## src/rtl/matmul_pkg.sv

```systemverilog
// Shared constants and state encoding for the matrix-multiply sequencer.
// Imported by the controller, its address generator and the MAC.
package matmul_pkg;

  localparam int DEF_ADDR_W = 16;
  localparam int DEF_DATA_W = 8;
  localparam int DEF_DIM_W  = 8;
  localparam int DEF_ACC_W  = 24;

  localparam logic [15:0] DEF_A_BASE = 16'h0000;
  localparam logic [15:0] DEF_B_BASE = 16'h0012;
  localparam logic [15:0] DEF_C_BASE = 16'h0024;

  typedef enum logic [2:0] {
    S_IDLE,
    S_RD_A,
    S_RD_B,
    S_MAC,
    S_WR_C,
    S_DONE
  } state_e;

endpackage

```

## src/rtl/matmul_seq_ctrl_if.sv

```systemverilog
// DRAM and MAC bus of the sequencer, named from the controller's side.
// master = sequencer, slave = DRAM/MAC side.
interface matmul_seq_ctrl_if
  import matmul_pkg::*;
#(
  parameter int ADDR_W = DEF_ADDR_W,
  parameter int DATA_W = DEF_DATA_W,
  parameter int ACC_W  = DEF_ACC_W
) ();

  logic [ADDR_W-1:0] o_dram_addr;
  logic              o_dram_rd;
  logic              o_dram_wr;
  logic [DATA_W-1:0] o_dram_wdata;
  logic [DATA_W-1:0] i_dram_rdata;
  logic [DATA_W-1:0] o_mac_a;
  logic [DATA_W-1:0] o_mac_b;
  logic              o_mac_en;
  logic              o_mac_first;
  logic [ACC_W-1:0]  i_mac_result;

  modport master (
    output o_dram_addr, o_dram_rd, o_dram_wr, o_dram_wdata,
    output o_mac_a, o_mac_b, o_mac_en, o_mac_first,
    input  i_dram_rdata, i_mac_result
  );

  modport slave (
    input  o_dram_addr, o_dram_rd, o_dram_wr, o_dram_wdata,
    input  o_mac_a, o_mac_b, o_mac_en, o_mac_first,
    output i_dram_rdata, i_mac_result
  );

endinterface

```

## src/rtl/matmul_addr_gen.sv

```systemverilog
// i/j/k loop counters and incremental A/B/C address pointers.
// No multipliers: every address is stepped from the previous one.
module matmul_addr_gen
  import matmul_pkg::*;
#(
  parameter int ADDR_W = DEF_ADDR_W,
  parameter int DIM_W  = DEF_DIM_W,
  parameter logic [ADDR_W-1:0] A_BASE = ADDR_W'(DEF_A_BASE),
  parameter logic [ADDR_W-1:0] B_BASE = ADDR_W'(DEF_B_BASE),
  parameter logic [ADDR_W-1:0] C_BASE = ADDR_W'(DEF_C_BASE)
) (
  input  logic              clk,
  input  logic              rst_n,
  input  logic              init_i,
  input  logic              step_k_i,
  input  logic              step_elem_i,
  input  logic [DIM_W-1:0]  dim_m_i,
  input  logic [DIM_W-1:0]  dim_n_i,
  input  logic [DIM_W-1:0]  dim_p_i,
  output logic              k_first_o,
  output logic              k_last_o,
  output logic              elem_last_o,
  output logic [ADDR_W-1:0] a_ptr_o,
  output logic [ADDR_W-1:0] b_ptr_o,
  output logic [ADDR_W-1:0] c_ptr_o
);

  logic [DIM_W-1:0]  row_q, row_d;
  logic [DIM_W-1:0]  col_q, col_d;
  logic [DIM_W-1:0]  k_q, k_d;
  logic [ADDR_W-1:0] a_row_q, a_row_d;
  logic [ADDR_W-1:0] a_ptr_q, a_ptr_d;
  logic [ADDR_W-1:0] b_ptr_q, b_ptr_d;
  logic [ADDR_W-1:0] c_ptr_q, c_ptr_d;
  logic              col_last;
  logic              row_last;

  assign col_last    = col_q == dim_p_i - DIM_W'(1);
  assign row_last    = row_q == dim_m_i - DIM_W'(1);
  assign k_first_o   = k_q == '0;
  assign k_last_o    = k_q == dim_n_i - DIM_W'(1);
  assign elem_last_o = col_last & row_last;
  assign a_ptr_o     = a_ptr_q;
  assign b_ptr_o     = b_ptr_q;
  assign c_ptr_o     = c_ptr_q;

  always_comb begin
    row_d   = row_q;
    col_d   = col_q;
    k_d     = k_q;
    a_row_d = a_row_q;
    a_ptr_d = a_ptr_q;
    b_ptr_d = b_ptr_q;
    c_ptr_d = c_ptr_q;
    unique case (1'b1)
      init_i: begin
        row_d   = '0;
        col_d   = '0;
        k_d     = '0;
        a_row_d = A_BASE;
        a_ptr_d = A_BASE;
        b_ptr_d = B_BASE;
        c_ptr_d = C_BASE;
      end
      step_k_i: begin
        k_d     = k_q + DIM_W'(1);
        a_ptr_d = a_ptr_q + ADDR_W'(1);
        b_ptr_d = b_ptr_q + ADDR_W'(dim_p_i);
      end
      step_elem_i: begin
        k_d     = '0;
        c_ptr_d = c_ptr_q + ADDR_W'(1);
        if (!col_last) begin
          col_d   = col_q + DIM_W'(1);
          a_ptr_d = a_row_q;
          b_ptr_d = B_BASE + ADDR_W'(col_q) + ADDR_W'(1);
        end else if (!row_last) begin
          // next A row starts N past the current one
          col_d   = '0;
          row_d   = row_q + DIM_W'(1);
          a_row_d = a_row_q + ADDR_W'(dim_n_i);
          a_ptr_d = a_row_q + ADDR_W'(dim_n_i);
          b_ptr_d = B_BASE;
        end
      end
      default: ;
    endcase
  end

  always_ff @(posedge clk or negedge rst_n) begin
    if (!rst_n) begin
      row_q   <= '0;
      col_q   <= '0;
      k_q     <= '0;
      a_row_q <= '0;
      a_ptr_q <= '0;
      b_ptr_q <= '0;
      c_ptr_q <= '0;
    end else begin
      row_q   <= row_d;
      col_q   <= col_d;
      k_q     <= k_d;
      a_row_q <= a_row_d;
      a_ptr_q <= a_ptr_d;
      b_ptr_q <= b_ptr_d;
      c_ptr_q <= c_ptr_d;
    end
  end

endmodule

```

## src/rtl/matmul_seq_ctrl.sv

```systemverilog
// Sequencer for C = A x B: walks i/j/k, reads A/B from DRAM,
// drives the external MAC and writes each truncated C element back.
module matmul_seq_ctrl
  import matmul_pkg::*;
#(
  parameter int ADDR_W = DEF_ADDR_W,
  parameter int DATA_W = DEF_DATA_W,
  parameter int DIM_W  = DEF_DIM_W,
  parameter int ACC_W  = DEF_ACC_W,
  parameter logic [ADDR_W-1:0] A_BASE = ADDR_W'(DEF_A_BASE),
  parameter logic [ADDR_W-1:0] B_BASE = ADDR_W'(DEF_B_BASE),
  parameter logic [ADDR_W-1:0] C_BASE = ADDR_W'(DEF_C_BASE)
) (
  input  logic             i_clk,
  input  logic             i_rst_n,
  input  logic             i_start,
  input  logic [DIM_W-1:0] i_dim_m,
  input  logic [DIM_W-1:0] i_dim_n,
  input  logic [DIM_W-1:0] i_dim_p,
  output logic             o_busy,
  output logic             o_done,
  matmul_seq_ctrl_if.master bus
);

  state_e            state_q, state_d;
  logic              start_q;
  logic [DIM_W-1:0]  m_q, n_q, p_q;
  logic [DATA_W-1:0] a_q;
  logic              init, step_k, step_elem;
  logic              k_first, k_last, elem_last;
  logic [ADDR_W-1:0] a_ptr, b_ptr, c_ptr;
  logic              start_edge;
  logic              unused_acc_hi;

  assign start_edge    = i_start & ~start_q;
  assign unused_acc_hi = ^bus.i_mac_result[ACC_W-1:DATA_W];

  matmul_addr_gen #(
    .ADDR_W (ADDR_W),
    .DIM_W  (DIM_W),
    .A_BASE (A_BASE),
    .B_BASE (B_BASE),
    .C_BASE (C_BASE)
  ) u_addr_gen (
    .clk         (i_clk),
    .rst_n       (i_rst_n),
    .init_i      (init),
    .step_k_i    (step_k),
    .step_elem_i (step_elem),
    .dim_m_i     (m_q),
    .dim_n_i     (n_q),
    .dim_p_i     (p_q),
    .k_first_o   (k_first),
    .k_last_o    (k_last),
    .elem_last_o (elem_last),
    .a_ptr_o     (a_ptr),
    .b_ptr_o     (b_ptr),
    .c_ptr_o     (c_ptr)
  );

  always_ff @(posedge i_clk or negedge i_rst_n) begin
    if (!i_rst_n) begin
      state_q <= S_IDLE;
      start_q <= 1'b0;
      m_q     <= '0;
      n_q     <= '0;
      p_q     <= '0;
      a_q     <= '0;
    end else begin
      state_q <= state_d;
      start_q <= i_start;
      if (init) begin
        m_q <= i_dim_m;
        n_q <= i_dim_n;
        p_q <= i_dim_p;
      end
      if (state_q == S_RD_B) a_q <= bus.i_dram_rdata;
    end
  end

  always_comb begin
    state_d          = state_q;
    init             = 1'b0;
    step_k           = 1'b0;
    step_elem        = 1'b0;
    o_busy           = state_q != S_IDLE;
    o_done           = 1'b0;
    bus.o_dram_addr  = '0;
    bus.o_dram_rd    = 1'b0;
    bus.o_dram_wr    = 1'b0;
    bus.o_dram_wdata = '0;
    bus.o_mac_a      = '0;
    bus.o_mac_b      = '0;
    bus.o_mac_en     = 1'b0;
    bus.o_mac_first  = 1'b0;
    unique case (state_q)
      S_IDLE: begin
        if (start_edge) begin
          init = 1'b1;
          if (i_dim_m == '0 || i_dim_n == '0 || i_dim_p == '0)
            state_d = S_DONE;
          else
            state_d = S_RD_A;
        end
      end
      S_RD_A: begin
        bus.o_dram_addr = a_ptr;
        bus.o_dram_rd   = 1'b1;
        state_d         = S_RD_B;
      end
      S_RD_B: begin
        bus.o_dram_addr = b_ptr;
        bus.o_dram_rd   = 1'b1;
        state_d         = S_MAC;
      end
      S_MAC: begin
        // B operand comes straight from the DRAM read port
        bus.o_mac_en    = 1'b1;
        bus.o_mac_first = k_first;
        bus.o_mac_a     = a_q;
        bus.o_mac_b     = bus.i_dram_rdata;
        if (k_last) begin
          state_d = S_WR_C;
        end else begin
          step_k  = 1'b1;
          state_d = S_RD_A;
        end
      end
      S_WR_C: begin
        bus.o_dram_addr  = c_ptr;
        bus.o_dram_wr    = 1'b1;
        bus.o_dram_wdata = bus.i_mac_result[DATA_W-1:0];
        step_elem        = 1'b1;
        state_d          = elem_last ? S_DONE : S_RD_A;
      end
      S_DONE: begin
        o_done  = 1'b1;
        state_d = S_IDLE;
      end
      default: state_d = S_IDLE;
    endcase
  end

endmodule

```

## src/flat_wrapper.sv

```systemverilog
// flat-port wrapper written by rule: the top's interface ports become plain ports
module matmul_seq_ctrl_flat import matmul_pkg::*;
#(
  parameter int ADDR_W = DEF_ADDR_W,
  parameter int DATA_W = DEF_DATA_W,
  parameter int DIM_W  = DEF_DIM_W,
  parameter int ACC_W  = DEF_ACC_W,
  parameter logic [ADDR_W-1:0] A_BASE = ADDR_W'(DEF_A_BASE),
  parameter logic [ADDR_W-1:0] B_BASE = ADDR_W'(DEF_B_BASE),
  parameter logic [ADDR_W-1:0] C_BASE = ADDR_W'(DEF_C_BASE)
)
  (i_clk, i_rst_n, i_start, i_dim_m, i_dim_n, i_dim_p, o_busy, o_done, bus_o_dram_addr, bus_o_dram_rd, bus_o_dram_wr, bus_o_dram_wdata, bus_o_mac_a, bus_o_mac_b, bus_o_mac_en, bus_o_mac_first, bus_i_dram_rdata, bus_i_mac_result);
  matmul_seq_ctrl_if #(.ADDR_W(ADDR_W), .DATA_W(DATA_W), .ACC_W(ACC_W)) bus_i ();
  input  logic i_clk;
  input  logic i_rst_n;
  input  logic i_start;
  input  logic [DIM_W-1:0] i_dim_m;
  input  logic [DIM_W-1:0] i_dim_n;
  input  logic [DIM_W-1:0] i_dim_p;
  output logic o_busy;
  output logic o_done;
  output wire logic [$bits(bus_i.o_dram_addr)-1:0] bus_o_dram_addr;
  output wire logic [$bits(bus_i.o_dram_rd)-1:0] bus_o_dram_rd;
  output wire logic [$bits(bus_i.o_dram_wr)-1:0] bus_o_dram_wr;
  output wire logic [$bits(bus_i.o_dram_wdata)-1:0] bus_o_dram_wdata;
  output wire logic [$bits(bus_i.o_mac_a)-1:0] bus_o_mac_a;
  output wire logic [$bits(bus_i.o_mac_b)-1:0] bus_o_mac_b;
  output wire logic [$bits(bus_i.o_mac_en)-1:0] bus_o_mac_en;
  output wire logic [$bits(bus_i.o_mac_first)-1:0] bus_o_mac_first;
  input wire logic [$bits(bus_i.i_dram_rdata)-1:0] bus_i_dram_rdata;
  input wire logic [$bits(bus_i.i_mac_result)-1:0] bus_i_mac_result;
  assign bus_o_dram_addr = bus_i.o_dram_addr;
  assign bus_o_dram_rd = bus_i.o_dram_rd;
  assign bus_o_dram_wr = bus_i.o_dram_wr;
  assign bus_o_dram_wdata = bus_i.o_dram_wdata;
  assign bus_o_mac_a = bus_i.o_mac_a;
  assign bus_o_mac_b = bus_i.o_mac_b;
  assign bus_o_mac_en = bus_i.o_mac_en;
  assign bus_o_mac_first = bus_i.o_mac_first;
  assign bus_i.i_dram_rdata = bus_i_dram_rdata;
  assign bus_i.i_mac_result = bus_i_mac_result;
  matmul_seq_ctrl #(.ADDR_W(ADDR_W), .DATA_W(DATA_W), .DIM_W(DIM_W), .ACC_W(ACC_W), .A_BASE(A_BASE), .B_BASE(B_BASE), .C_BASE(C_BASE)) u_core (.i_clk(i_clk), .i_rst_n(i_rst_n), .i_start(i_start), .i_dim_m(i_dim_m), .i_dim_n(i_dim_n), .i_dim_p(i_dim_p), .o_busy(o_busy), .o_done(o_done), .bus(bus_i));
endmodule
```

## config.mk

```make
export PLATFORM = sky130hd
export DESIGN_NAME = matmul_seq_ctrl_flat
export DESIGN_NICKNAME = d
export VERILOG_FILES = /design/src/rtl/matmul_pkg.sv /design/src/rtl/matmul_seq_ctrl_if.sv /design/src/rtl/matmul_addr_gen.sv /design/src/rtl/matmul_seq_ctrl.sv /design/src/flat_wrapper.sv
export SDC_FILE = /design/constraint.sdc
export NUM_CORES = 1
export LEC_CHECK = 0
export ABC_AREA = 1
export CORE_MARGIN = 5
export CORE_UTILIZATION = 26
export CTS_CLUSTER_DIAMETER = 40
export CTS_CLUSTER_SIZE = 10
export DETAILED_ROUTE_END_ITERATION = 8
export GPL_TIMING_DRIVEN = 0
export SLEW_MARGIN = 20
export SYNTH_ARGS = -nofsm -noshare
export SYNTH_HDL_FRONTEND = slang
export SYNTH_SLANG_ARGS = --single-unit
```

## constraint.sdc

```tcl
create_clock -name i_clk -period 4 [get_ports i_clk]
set_input_delay 0.8 -clock i_clk [delete_from_list [all_inputs] [get_ports i_clk]]
set_output_delay 0.8 -clock i_clk [all_outputs]
set_load 0.03 [all_outputs]
```

==> impl_metrics.tcl, run 1 <==
set metrics [dict create \
    clock_sinks 124 \
    reg2reg_to "u_core.u_addr_gen.a_ptr_o[10]$_DFFE_PN0P_" \
    syn_nets 1477 \
    whs_ns 0.328 \
    clock_latency_ns 0.44 \
    rr_startpoint "u_core.p_q[0]$_DFFE_PN0P_" \
    netlist_instances 1390 \
    use_met2_pct 27.4 \
    area_growth_pct 22.9 \
    slew_headroom_pct 47.2 \
    async_flop_share_pct 100 \
    routabilityCongestion 0.933 \
    regArea_sq_um 3100 \
    die_w_microns 199 \
    finalMaxSlewViolations 0 \
    dp.cells 1940 \
    dr.pass1.iters 5 \
    nNetsFinal 1585 \
    reg2reg_depth 14 \
    switching_share_pct 45.7 \
    cap_violations 0 \
    initial_core_util_pct 26.2 \
    postSynthAreaPerCell_sq_um 6.67 \
    io_pins 105 \
    worst_pin_slew_ns 0.792 \
    end_kind "primary output" \
    core_area_sq_um 35400 \
    ys_top_cells_by_area "dfrtp_1 33%, nand2_1 19%, nand3_1 7.4%" \
    max-clock-path-buffers 2 \
    finalCritPeriodShare_pct 96.5 \
    place_ws_ns 0.231 \
    clkTransAtPathRegs_ns 0.06 \
    fmax_mhz 259 \
    path_max_fanout 10 \
    crit_type "reg -> out" \
    top_usage_layer "met2" \
    viasPerCell 4.69 \
    dr.first_iter.drc_count 735 \
    cp_data_arrival_time_ns 3.06 \
    outcome "finished clean" \
    synth_top_area_share_pct 33.5 \
    fin_crit_ns 3.86 \
    total_power_uw 6930 \
    ant_nets 0 \
    yosys.area.top_type "dfrtp_1" \
    drc 0 \
    antenna_found_initial 0 \
    wl_microns 29400 \
    final_cell_mix "461 x nand2_1, 182 x inv_1, 137 x nand3_1, 124 x dfrtp_1, 118 x nor2_1" \
    die_h_microns 199 \
    cts_made_buffers 17 \
    cp-start-kind "flip-flop" \
    drive_gt1_share_pct 8.21 \
    dp_hpwl_microns 22900 \
    gr-total-overflow 0 \
    rows 69 \
    r2r_setup_slack_ns 1.43 \
    stdcell_count 1972 \
    p_per_area_nw_per_um2 608 \
    pwr-share-comb_pct 48.5 \
    grt_max_degree 71 \
    grt_pass1_wl_microns 48300 \
    worst_slack_ns 0.141 \
    p_int_uw 3760 \
    num-fill-cells 3804 \
    grt_pass1_vias 9422 \
    vias 9255 \
    ys_seq_elements 124 \
    n_antenna_cell 0 \
    syn_area_sq_um 9270 \
    finClkSkew_ns 0.0114 \
    use_met3_pct 2.68 \
    design.die.area_sq_um 39500 \
    setup-violations-final 0 \
    synth.distinct_cells 48 \
    htree_levels 4 \
    grt_usage_pct 15.3 \
    ys_warn_count 0 \
    cts-root-buf "clkbuf_16" \
    clockPowerShare_pct 23.6 \
    synth-edff-count 0 \
    portBuffers 88 \
    crit_required_ns 3.20 \
    final_common_cell "nand2_1" \
    hold_violations 0 \
    rsz0062_at_grt "false" \
    p_sw_uw 3170 \
    wl_per_cell_microns 14.9 \
    cts_tree "done" \
    synth-main-ff-cell "dfrtp_1" \
    power_frac_seq_pct 27.9 \
    irDropWorstVdd_mv 0.223 \
    worstHoldPathType "in -> async" \
    multi_input_area_sq_um 5190 \
    yosysSeqAreaShare_pct 33.5 \
    power_leakage_uw 0.00557 \
    grt_util_met1_pct 18.6 \
]
power groups by stage:
stage	registers, uW	clock network, uW	logic [uW]
after CTS	1930	1660	3370
after floorplan	1830	0	2410
final	1930	1640	3360
after detailed placement	1950	0	3350
after global routing	1980	1720	3760
after global placement	1950	0	3290
worst max path at each step:
stage | startpoint | end | slack [ns] | depth (start not counted)
finish | u_core.state_q[2]$_DFFE_PN0P_ | bus_o_dram_addr[4] | 0.14 | 6
global route | u_core.state_q[2]$_DFFE_PN0P_ | bus_o_dram_addr[4] | 0.02 | 6
CTS | u_core.state_q[0]$_DFFE_PN0P_ | bus_o_dram_addr[6] | 0.01 | 8
detailed placement | u_core.state_q[2]$_DFFE_PN0P_ | bus_o_dram_addr[0] | 0.23 | 6
global placement | i_rst_n | u_core.a_q[3]$_DFFE_PN0N_ | -3.19 | 1
floorplan | u_core.state_q[0]$_DFFE_PN0P_ | bus_o_dram_addr[0] | 1.28 | 7
what timing repair did:
item | CTS | global route
setup endpoints to repair | 13 | 5
endpoints found under the hold margin | 0 | 0
hold buffers | 0 | 0
buffers inserted | 0 | 0
gates resized for setup | 6 | 5
logic make-up after synthesis:
family / after synthesis / share of synthesized area, %
AND/OR/NAND/NOR: 836 / 39.9
buffers and inverters: 238 / 10.8
flip-flops: 124 / 33.5
AO/OA/AOI/OAI: 114 / 7.18
XOR/XNOR: 46 / 4.35
adder cells (fa/ha/maj): 28 / 3.94
multiplexers: 4 / 0.432
per-layer routing:
layer | part of all wire, % | vias up | wire (microns)
met3 | 4.3 | 50 | 1260
met4 | 2.5 | 0 | 726
met1 | 42 | 4353 | 12400
met2 | 51 | 214 | 14900
met5 | 0 | - | 0
li1 | - | 4638 | -
critical path: stages (launching register included):
cell and delay, ns:
dfrtp_1 0.36, buf_4 0.17, nor3_4 0.48, clkbuf_1 0.49, nand2_1 0.20, o211ai_1 0.19, clkdlybuf4s50_1 0.73
cells in the mapped netlist, types with 2 or more instances:
library cell,instances
nor2_4,6
mux2i_1,4
ha_1,26
or2_2,6
fa_1,2
a31oi_1,2
xor2_1,29
nand2_4,4
o221ai_1,9
nand2_2,19
o21ai_0,72
clkbuf_1,14
buf_4,6
o21ai_1,2
dfrtp_1,124
buf_2,15
a21oi_1,11
inv_1,182
a221o_1,2
and2_1,2
o211ai_1,6
nand3b_1,5
nor2_1,118
nor2_2,7
buf_1,2
nand4_1,35
inv_2,9
nand3_1,137
buf_6,8
nor3_4,2
nor3b_1,3
xnor2_1,17
o22ai_1,3
nand2_1,461
nor3_1,18
nor4_1,10
metrics by stage:
step / area (sq um) / setup TNS, ns / util (%)
2_1_floorplan: 9270 / 0 / -
3_3_place_gp: 10700 / -393.63 / 30.3
3_5_place_dp: 10800 / 0 / 30.4
4_1_cts: 11400 / 0 / 32.2
5_1_grt: 11400 / 0 / 32.2
6_report: 11400 / 0 / 32.2
sequential cells by signal, indices dropped and copies added, names as in the netlist:
name / count
u_core.u_addr_gen.a_ptr_o: 16
u_core.u_addr_gen.a_row_q: 16
u_core.u_addr_gen.b_ptr_o: 16
u_core.u_addr_gen.c_ptr_o: 16
u_core.a_q: 8
u_core.m_q: 8
u_core.n_q: 8
u_core.p_q: 8
u_core.u_addr_gen.col_q: 8
u_core.u_addr_gen.k_q: 8
u_core.u_addr_gen.row_q: 8
u_core.state_q: 3
u_core.start_q: 1
layout make-up:
cell class                 instances  share of cell area [%]
tap                              461                    5.06
timing repair buffer              89                    8.09
multi-input combinational       1028                    45.5
inverter                         192                    6.33
clock inverter                    11                    1.24
buffer                            46                    2.42
clock buffer                      21                    4.13
sequential                       124                    27.2
No activity file was read; power rests on OpenSTA's default activity.
==> inputs of run 2 (changes only) <==
--- a/config.mk
+++ b/config.mk
@@ -6,7 +6,7 @@
 export NUM_CORES = 1
 export LEC_CHECK = 0
 export ABC_AREA = 1
-export CORE_MARGIN = 5
+export CORE_MARGIN = 4
 export CORE_UTILIZATION = 26
 export CTS_CLUSTER_DIAMETER = 40
 export CTS_CLUSTER_SIZE = 10
==> impl_metrics.tcl, run 2 (synthesis results as in run 1) <==
set metrics [dict create \
    rsz0062_at_grt "false" \
    grt_pass1_wl_microns 47800 \
    wl_per_cell_microns 15.0 \
    finalCritPeriodShare_pct 96.4 \
    portBuffers 88 \
    clkTransAtPathRegs_ns 0.06 \
    setup-violations-final 0 \
    final_common_cell "nand2_1" \
    io_pins 105 \
    core_area_sq_um 34900 \
    cp_data_arrival_time_ns 3.06 \
    worstHoldPathType "in -> async" \
    ant_nets 0 \
    grt_max_degree 74 \
    slowest_stage "clkdlybuf4s50_1" \
    crit_type "reg -> out" \
    fin_crit_ns 3.86 \
    stdcell_count 1966 \
    grt_pass1_vias 9065 \
    dr.pass1.iters 7 \
    routabilityCongestion 0.928 \
    crit_required_ns 3.20 \
    cts_made_buffers 17 \
    drc 0 \
    outcome "finished clean" \
    dpl_cell_area_sq_um 10800 \
    final_cell_mix "461 x nand2_1, 182 x inv_1, 137 x nand3_1, 124 x dfrtp_1, 118 x nor2_1" \
    num-fill-cells 3801 \
    gr-total-overflow 0 \
    viasPerCell 4.70 \
    worst_pin_slew_ns 0.801 \
    clock_sinks 124 \
    fmax_mhz 259 \
    initial_core_util_pct 26.6 \
    slew_headroom_pct 46.6 \
    nNetsFinal 1585 \
    path_max_fanout 10 \
    clock_latency_ns 0.43 \
    power_leakage_uw 0.00555 \
    dp_hpwl_microns 23000 \
    cpLargestDelayFamily "buffers and inverters" \
    wl_microns 29400 \
    cts_hold_buf 0 \
    die_w_microns 197 \
    dr.first_iter.drc_count 621 \
    hold_violations 0 \
    path_buf_inv 4 \
    finalMaxSlewViolations 0 \
    path_cells "inv_2, nand2_2, nor2_4, buf_2, buf_2, nand2_1, o211ai_1, clkdlybuf4s50_1" \
    design_area_sq_um 11400 \
    vias 9239 \
    cpPeakStageDelay_ns 0.73 \
    regArea_sq_um 3100 \
    path_common_cell "buf_2" \
    rows 68 \
    max-clock-path-buffers 2 \
    finClkSkew_ns 0.0185 \
    area_growth_pct 22.5 \
    drive_gt1_share_pct 8.34 \
    n_antenna_cell 0 \
    htree_levels 4 \
    cts-root-buf "clkbuf_16" \
    cp-start-kind "flip-flop" \
    design.die.area_sq_um 38700 \
    end_kind "primary output" \
    dp.cells 1934 \
    cts_tree "done" \
    final_util_pct 32.5 \
    irDropWorstVdd_mv 0.298 \
    p_per_area_nw_per_um2 600 \
    die_h_microns 197 \
    grt_usage_pct 15.3 \
    cap_violations 0 \
    antenna_found_initial 0 \
    multi_input_area_sq_um 5190 \
]
## run 2: cell types whose count changed in the layout (fill, tap and decap cells not counted)
| cell | previous run | this run |
|---|---|---|
| inv_6 | 0 | 6 |
| bufinv_16 | 3 | 1 |
| clkinv_2 | 5 | 2 |
| clkbuf_8 | 3 | 1 |
| clkinv_4 | 1 | 2 |
| clkbuf_2 | 1 | 2 |
| clkbuf_1 | 15 | 13 |
| clkinvlp_4 | 3 | 4 |
## run 2: final timing paths
path                                                            from                                         to  slack [ns]  cells past startpoint
min in group i_clk         u_core.u_addr_gen.c_ptr_o[13]$_DFFE_PN0N_  u_core.u_addr_gen.c_ptr_o[13]$_DFFE_PN0N_        0.47                      1
setup / recovery                       u_core.state_q[0]$_DFFE_PN0P_                         bus_o_dram_addr[4]        0.14                      8
setup reg to reg                       u_core.state_q[0]$_DFFE_PN0P_  u_core.u_addr_gen.a_ptr_o[14]$_DFFE_PN0P_        1.44                     12
max in group asynchronous                                    i_rst_n   u_core.u_addr_gen.b_ptr_o[4]$_DFFE_PN0P_        2.98                      2
hold reg to reg            u_core.u_addr_gen.c_ptr_o[13]$_DFFE_PN0N_  u_core.u_addr_gen.c_ptr_o[13]$_DFFE_PN0N_        0.47                      1
hold / removal                                               i_rst_n                  u_core.m_q[0]$_DFFE_PN0P_        0.33                      1
## run 2: report_power, final
| part | internal, uW | total, uW | switching (uW) |
|---|---|---|---|
| clock | 883 | 1530 | 646 |
| sequential | 1560 | 1940 | 372 |
| combinational | 1170 | 3350 | 2170 |
| total | 3620 | 6810 | 3190 |
## run 2: final cells by class
class / count / area share, %
buffer: 46 / 2.44
clock buffer: 18 / 3.87
clock inverter: 14 / 1.19
inverter: 192 / 6.36
multi-input combinational: 1028 / 45.7
sequential: 124 / 27.3
tap: 455 / 5.01
timing repair buffer: 89 / 8.12
## run 2: metrics by stage
step	power (uW)	hold WS, ns	worst slack (ns)	TNS [ns]
after floorplan	4240	0.442	1.28	0
after global placement	5250	0.461	-3.19	-394.00
after detailed placement	5300	0.466	0.260	0
after CTS	6860	0.369	0.00772	0
after global routing	7350	0.377	0.000165	0
final	6810	0.335	0.143	0
## run 2: metal layers
metal,vias to the layer above,track usage [%],part of all wire (%)
li1,4645,-,-
met1,4324,19.4,44
met2,218,26.4,49
met3,52,2.38,4.1
met4,0,5.16,2.6
met5,-,0,0
## run 2: worst reg2reg max path, delay by kind of cell (launching register included)
family,cells,cell delay [ns]
and+or+nand+nor,7,1.34
buffers and inverters,4,0.63
DFF,1,0.44
AOI/OAI and AO/OA,1,0.10
## run 2: what timing repair did
action                     4_1_cts  5_1_grt
buffers inserted                 0        0
gates resized for setup          6        7
setup endpoints to repair       12        6
